## config.mk

```make
export PLATFORM = sky130hd
export DESIGN_NAME = count_timer_ctrl
export DESIGN_NICKNAME = d
export VERILOG_FILES = /design/src/rtl/count_timer_ctrl.sv
export SDC_FILE = /design/constraint.sdc
export NUM_CORES = 1
export LEC_CHECK = 0
export CORE_MARGIN = 2
export CORE_UTILIZATION = 40
export CTS_BUF_LIST = sky130_fd_sc_hd__clkbuf_2
export DETAILED_ROUTE_END_ITERATION = 6
export PLACE_DENSITY = 0.72
export REMOVE_ABC_BUFFERS = 1
export SETUP_SLACK_MARGIN = 0.02
export SYNTH_ARGS = -nofsm -noshare
export SYNTH_HDL_FRONTEND = slang
export SYNTH_SLANG_ARGS = --single-unit
```

## constraint.sdc

```tcl
create_clock -name clk -period 2.4 [get_ports clk]
set_input_delay 0.36 -clock clk [delete_from_list [all_inputs] [get_ports clk]]
set_output_delay 0.36 -clock clk [all_outputs]
set_load 0.01 [all_outputs]
```

## src/rtl/count_timer_ctrl.sv

```systemverilog
// Programmable 32-bit timer: one-shot or periodic terminal-count tick with done flag.
// Optional prescaler enabled by defining TIMER_PRESCALE_EN (adds the presc port).
module count_timer_ctrl #(
   parameter int WIDTH   = 32,
   parameter int PRESC_W = 8
) (
   input  logic               clk,
   input  logic               reset,
   input  logic               start,
   input  logic               stop,
   input  logic               mode,
   input  logic [WIDTH-1:0]   limit,
`ifdef TIMER_PRESCALE_EN
   input  logic [PRESC_W-1:0] presc,
`endif
   output logic [WIDTH-1:0]   count,
   output logic               busy,
   output logic               tick,
   output logic               done
);

   localparam logic [1:0] S_IDLE = 2'd0;
   localparam logic [1:0] S_RUN  = 2'd1;
   localparam logic [1:0] S_DONE = 2'd2;

   logic [1:0]         state;
   logic [WIDTH-1:0]   limit_q;
   logic               mode_q;
   logic [PRESC_W-1:0] p_q;
   logic [PRESC_W-1:0] presc_q;
   logic               accept;
   logic               en;

   // A zero limit never starts a run; stop outranks start in the same cycle.
   assign accept = start && !stop && (limit != '0);
   assign en     = (p_q == presc_q);
   assign busy   = (state == S_RUN);

`ifdef TIMER_PRESCALE_EN
   always_ff @(posedge clk) begin
      if (reset) begin
         p_q     <= '0;
         presc_q <= '0;
      end else if (accept) begin
         p_q     <= '0;
         presc_q <= presc;
      end else if (state == S_RUN) begin
         p_q <= en ? '0 : p_q + PRESC_W'(1);
      end
   end
`else
   // Both sides held at zero so every RUN cycle is an enabled cycle.
   assign p_q     = '0;
   assign presc_q = '0;
`endif

   always_ff @(posedge clk) begin
      if (reset) begin
         state   <= S_IDLE;
         count   <= '0;
         tick    <= 1'b0;
         done    <= 1'b0;
         limit_q <= '0;
         mode_q  <= 1'b0;
      end else begin
         tick <= 1'b0;
         if (accept) begin
            limit_q <= limit;
            mode_q  <= mode;
            count   <= '0;
            done    <= 1'b0;
            state   <= S_RUN;
         end else if (stop) begin
            // Count is held; a terminal event in this cycle is discarded.
            state <= S_IDLE;
            done  <= 1'b0;
         end else if (state == S_RUN && en) begin
            if (count == limit_q) begin
               tick <= 1'b1;
               if (mode_q) begin
                  count <= '0;
               end else begin
                  state <= S_DONE;
                  done  <= 1'b1;
               end
            end else begin
               count <= count + WIDTH'(1);
            end
         end
      end
   end

endmodule
```

==> results of run 1 <==
==> layer usage <==
| layer | track usage, % | up-vias | part of all wire [%] |
|---|---|---|---|
| met2 | 35.3 | 127 | 47 |
| li1 | - | 1810 | - |
| met5 | 0 | - | 0 |
| met3 | 2.74 | 14 | 6.1 |
| met1 | 29.7 | 1751 | 46 |
| met4 | 7.90 | 0 | 1.1 |
==> power breakdown <==
part | leakage (nW) | switching (mW) | internal (mW)
sequential | 0.552 | 0.0214 | 1.16
clock | 0.0719 | 0.444 | 0.244
combinational | 1.38 | 0.156 | 0.137
total | 2.01 | 0.622 | 1.54
==> synthesized netlist by cell type (all sizes together), types with 2 or more instances <==
master   n
or3      2
nand3   43
o311ai   2
nand4   15
a221o    5
mux2i    2
dfxtp   68
a21o     2
o211ai   3
nor2    23
nand2b   2
nor4    19
a21oi   35
inv      8
and2     5
a22oi   11
a22o     2
and4     6
nand2   84
o21ai    8
xor2    32
mux2     3
or2      2
buf     18
nor2b    3
or4      2
nor3    12
and3     7
clkbuf  13
==> worst paths after layout <==
kind,from,end,slack (ns),depth (start not counted)
max,count[19]$_SDFFE_PP0P_,count[10]$_SDFFE_PP0P_,0.14,7
min,limit[9],limit_q[9]$_SDFFE_PP0P_,0.38,3
max reg2reg,count[19]$_SDFFE_PP0P_,count[10]$_SDFFE_PP0P_,0.14,7
min reg2reg,limit_q[13]$_SDFFE_PP0P_,limit_q[13]$_SDFFE_PP0P_,0.48,2
==> flip-flops by register name, summed over array words and instances, names as in the netlist <==
register	cells
tick	1
state	2
count	32
mode_q	1
limit_q	32
==> per-stage QoR <==
step                      cells  area (sq um)  hold WS (ns)
after floorplan             420          3480         0.429
after global placement      644          4670         0.456
after detailed placement    644          4670         0.463
after CTS                   660          4780         0.366
after global routing        660          4800         0.383
final                       660          4800         0.381
==> kinds of logic (layout without fill, tap and decap cells) <==
logic type | count (synthesis) | count (layout) | synth area share [%]
XOR/XNOR | 32 | 32 | 7.65
AND/OR/NAND/NOR | 227 | 227 | 32.6
buffers and inverters | 39 | 140 | 5.87
flip-flops | 68 | 68 | 37.2
adder cells (fa/ha/maj) | 1 | 1 | 0.341
multiplexers | 5 | 5 | 1.47
AO/OA/AOI/OAI | 79 | 79 | 14.9
==> critical path, cell delays in order, from the launching register on <==
cell	delay, ns
dfxtp_1	0.55
xor2_1	0.15
nor4_2	0.36
nand4_1	0.23
o31ai_4	0.28
buf_6	0.25
nor3_1	0.09
o221a_2	0.24
==> cell type report <==
cell class | count | area, sq um
Multi-Input combinational cell | 344 | 2100
Inverter | 8 | 30.0
Tap cell | 108 | 135
Clock buffer | 10 | 50.0
Clock inverter | 6 | 65.1
Fill cell | 831 | 4010
Sequential cell | 68 | 1360
Timing Repair Buffer | 116 | 1050
==> results.json, run 1 <==
{
  "hpwl_microns": 8040,
  "fmax_ghz": 0.442,
  "syn_area_sq_um": 3660,
  "rows": 34,
  "grtUsageTotal_pct": 21.7,
  "clock_sinks": 68,
  "drive_above_1_share_pct": 15.4,
  "drt-total-wl_microns": 10600,
  "syn_avg_cell_area_sq_um": 8.12,
  "cts-hold-fix-buffers": 0,
  "final_common_cell": "nand2_1",
  "synth_cell_type_count": 57,
  "die_h_microns": 99.7,
  "status": "finished clean",
  "grt_pass1_vias": 3416,
  "via_count": 3702,
  "start_util_pct": 41.6,
  "vias_per_cell": 5.61,
  "hold_violations": 0,
  "clk_latency_ns": 0.54,
  "setup_viol": 0,
  "finalCriticalPeriod_ns": 2.26,
  "ys.flop_type": "dfxtp_1",
  "synthTopCellsByArea": "dfxtp_1 (37%), nand2_1 (8.6%), xor2_1 (7.7%), nand3_1 (5.5%), a21oi_1 (4.8%)",
  "period_share_pct": 94.3,
  "fin_tns_setup_ns": 0,
  "grt_max_degree": 36,
  "synth.largest_area_cell": "dfxtp_1",
  "synth-seq-cells": 68,
  "die_x_microns": 99.7,
  "slew_viol_final": 0,
  "crit_required_ns": 2.83,
  "worst_ep_arrival_time_ns": 2.69,
  "cp_max_fo": 21,
  "synth-seq-area-share_pct": 37.2,
  "yosysWarnings": 0,
  "cts_tree": "built",
  "worstMarginPinSlew_ns": 0.454,
  "ir_worst_vdd_v": 0.000199,
  "layout_common_cells": "nand2_1 (84), clkdlybuf4s50_1 (71), dfxtp_1 (67)",
  "syn_inst": 451,
  "io_buffer_count": 71,
  "fin_nets": 585,
  "detail_route.iter0.violations": 230,
  "relSlewSlack_pct": 69.7,
  "io_pins": 72,
  "async_reset_ff_share_pct": 0,
  "core_area_sq_um": 8810,
  "design.die.area_sq_um": 9940,
  "grt_pass1_wl_microns": 17200,
  "cap_violations": 0,
  "final_antenna_net_count": 0,
  "worstSetupEndpointType": "flip-flop",
  "antenna_found_initial": 0,
  "drc": 0,
  "power.density_nw_per_um2": 450,
  "final.setup.worst_slack_ns": 0.137,
  "grt-ovfl-total": 0,
  "power_leakage_nw": 2.01,
  "synth_edf_count": 0,
  "syn2layout_area_growth_pct": 31.0,
  "htree_num_levels": 3,
  "finalPower_mw": 2.16,
  "gp_congestion": 0.875,
  "final_util_pct": 54.5,
  "numCtsBuffers": 9,
  "clock_skew_ns": 0.0348,
  "cts_root_buffer": "clkbuf_2",
  "rsz0062_at_grt": "false",
  "clk_pin_slew_ns": 0.22,
  "synth_top_area_share_pct": 37.2,
  "dr.pass1.iters": 5,
  "cts_resized": 0,
  "hold_path.class": "primary input to flip-flop",
  "wl_per_cell_microns": 16.1,
  "place_ws_ns": -0.130,
  "crit_path_start_kind": "flip-flop",
  "postCtsSetupBuffers": 0,
  "critPathKind": "flip-flop to flip-flop",
  "cts_max_path_buffers": 2,
  "antenna_cells": 0
}
(Power assumes the default switching activity.)
==> run 2: changes to the inputs <==
Settings changed: CORE_UTILIZATION 40 to 54, PLACE_DENSITY 0.72 to 0.91.
==> results.json, run 2 (synthesis results as in run 1) <==
{
  "status": "finished, violations left",
  "failed_checks": "design-rule violations",
  "dr.pass1.iters": 7,
  "wl_per_cell_microns": 17.8,
  "period_share_pct": 95.6,
  "placed_cell_area_sq_um": 4660,
  "p_int_mw": 1.65,
  "hold_depth": 3,
  "syn2layout_area_growth_pct": 30.8,
  "relSlewSlack_pct": 67.8,
  "final_cells": 632,
  "final_util_pct": 71.7,
  "slew_viol_final": 0,
  "gp_congestion": 0.904,
  "fillers": 485,
  "grt_pass1_wl_microns": 17900,
  "start_util_pct": 54.8,
  "core_area_sq_um": 6680,
  "cap_violations": 0,
  "final_antenna_net_count": 0,
  "p_sw_share_pct": 27.4,
  "finalCriticalPeriod_ns": 2.29,
  "hpwl_microns": 8210,
  "clock_skew_ns": 0.0410,
  "design_area_sq_um": 4790,
  "dp_cells": 616,
  "reg2reg_from": "count[7]$_SDFFE_PP0P_",
  "rr_worst_depth": 8,
  "htree_num_levels": 3,
  "setup_viol": 0,
  "crit_path_start_kind": "flip-flop",
  "seqPwrFrac_pct": 52.0,
  "design.die.area_sq_um": 7460,
  "pwr-share-comb_pct": 13.9,
  "clk_pin_slew_ns": 0.20,
  "final_common_cell": "nand2_1",
  "largest_registers": "count x32, limit_q x32, state x2",
  "finalPower_mw": 2.27,
  "via_count": 4003,
  "worstMarginPinSlew_ns": 0.478,
  "grt_pass1_vias": 3678,
  "vias_per_cell": 6.33,
  "critPathKind": "flip-flop to flip-flop",
  "grt_max_degree": 36,
  "hold_violations": 0,
  "fin_tns_setup_ns": 0,
  "antenna_found_initial": 0,
  "startpoint": "count[7]$_SDFFE_PP0P_",
  "worstSetupEndpointType": "flip-flop",
  "cts_root_buffer": "clkbuf_2",
  "power_leakage_nw": 2.02,
  "hold_path.class": "primary input to flip-flop",
  "clk_latency_ns": 0.55,
  "die_x_microns": 86.4,
  "postCtsSetupBuffers": 0,
  "crit_required_ns": 2.85,
  "clock_sinks": 68,
  "cts_tree": "built",
  "detail_route.iter0.violations": 677,
  "final.setup.worst_slack_ns": 0.106,
  "cts_max_path_buffers": 2,
  "clock_power_share_pct": 34.1,
  "fmax_ghz": 0.436,
  "cp_max_fo": 18,
  "drc": 8,
  "grt-ovfl-total": 0,
  "layout_common_cells": "nand2_1 (84), clkdlybuf4s50_1 (71), dfxtp_1 (68)",
  "grtUsageTotal_pct": 30.7,
  "place_ws_ns": -0.196,
  "io_pins": 72,
  "die_h_microns": 86.4,
  "rows": 30,
  "worst_ep_arrival_time_ns": 2.75,
  "rsz0062_at_grt": "false",
  "io_buffer_count": 71,
  "ir_worst_vdd_v": 0.000263,
  "worstHoldStart": "limit[27]",
  "fin_hold_ws_ns": 0.395,
  "antenna_cells": 0,
  "numCtsBuffers": 9,
  "drive_above_1_share_pct": 14.9,
  "fin_nets": 585,
  "drt-total-wl_microns": 11300,
  "power.density_nw_per_um2": 474,
  "p_switching_uw": 621
}
[run 2: path summary, 6_finish.rpt]
kind / end / slack (ns)
hold reg to reg: limit_q[14]$_SDFFE_PP0P_ / 0.48
setup / recovery: count[30]$_SDFFE_PP0P_ / 0.11
setup reg to reg: count[30]$_SDFFE_PP0P_ / 0.11
hold / removal: limit_q[27]$_SDFFE_PP0P_ / 0.39
[run 2: layout make-up]
type | count | area (sq um) | share of cell area, %
clock buffer | 10 | 50.0 | 1.04
clock inverter | 6 | 78.8 | 1.65
inverter | 8 | 30.0 | 0.627
multi-input combinational | 344 | 2100 | 43.8
sequential | 68 | 1360 | 28.4
tap | 80 | 100 | 2.09
timing repair buffer | 116 | 1070 | 22.4
[run 2: power by group through the flow]
stage / Clock [mW] / Combinational, mW / Sequential (mW)
after floorplan: 0 / 0.137 / 1.20
after global placement: 0 / 0.292 / 1.20
after detailed placement: 0 / 0.303 / 1.20
after CTS: 0.758 / 0.308 / 1.18
after global routing: 0.811 / 0.336 / 1.18
final: 0.774 / 0.316 / 1.18
[run 2: per-layer routing]
metal	up-vias	track usage (%)	share of wire (%)
met1	1871	40.0	39
met5	-	0	0
li1	1809	-	-
met4	0	13.2	4.1
met2	271	49.7	47
met3	52	5.90	9.6
[run 2: what timing repair did]
action | CTS | global route
gates resized for setup | 0 | 1
endpoints found under the setup margin | 0 | 3
hold buffers | 0 | 0
hold endpoints to repair | 0 | 0
[run 2: worst max-delay path, cell delays in order (launching register included)]
cell and delay [ns]:
dfxtp_1 0.63, xor2_1 0.15, nor4_1 0.26, and4_2 0.37, a211oi_4 0.09, buf_12 0.17
buf_4 0.14, and3_1 0.15, a221o_1 0.24
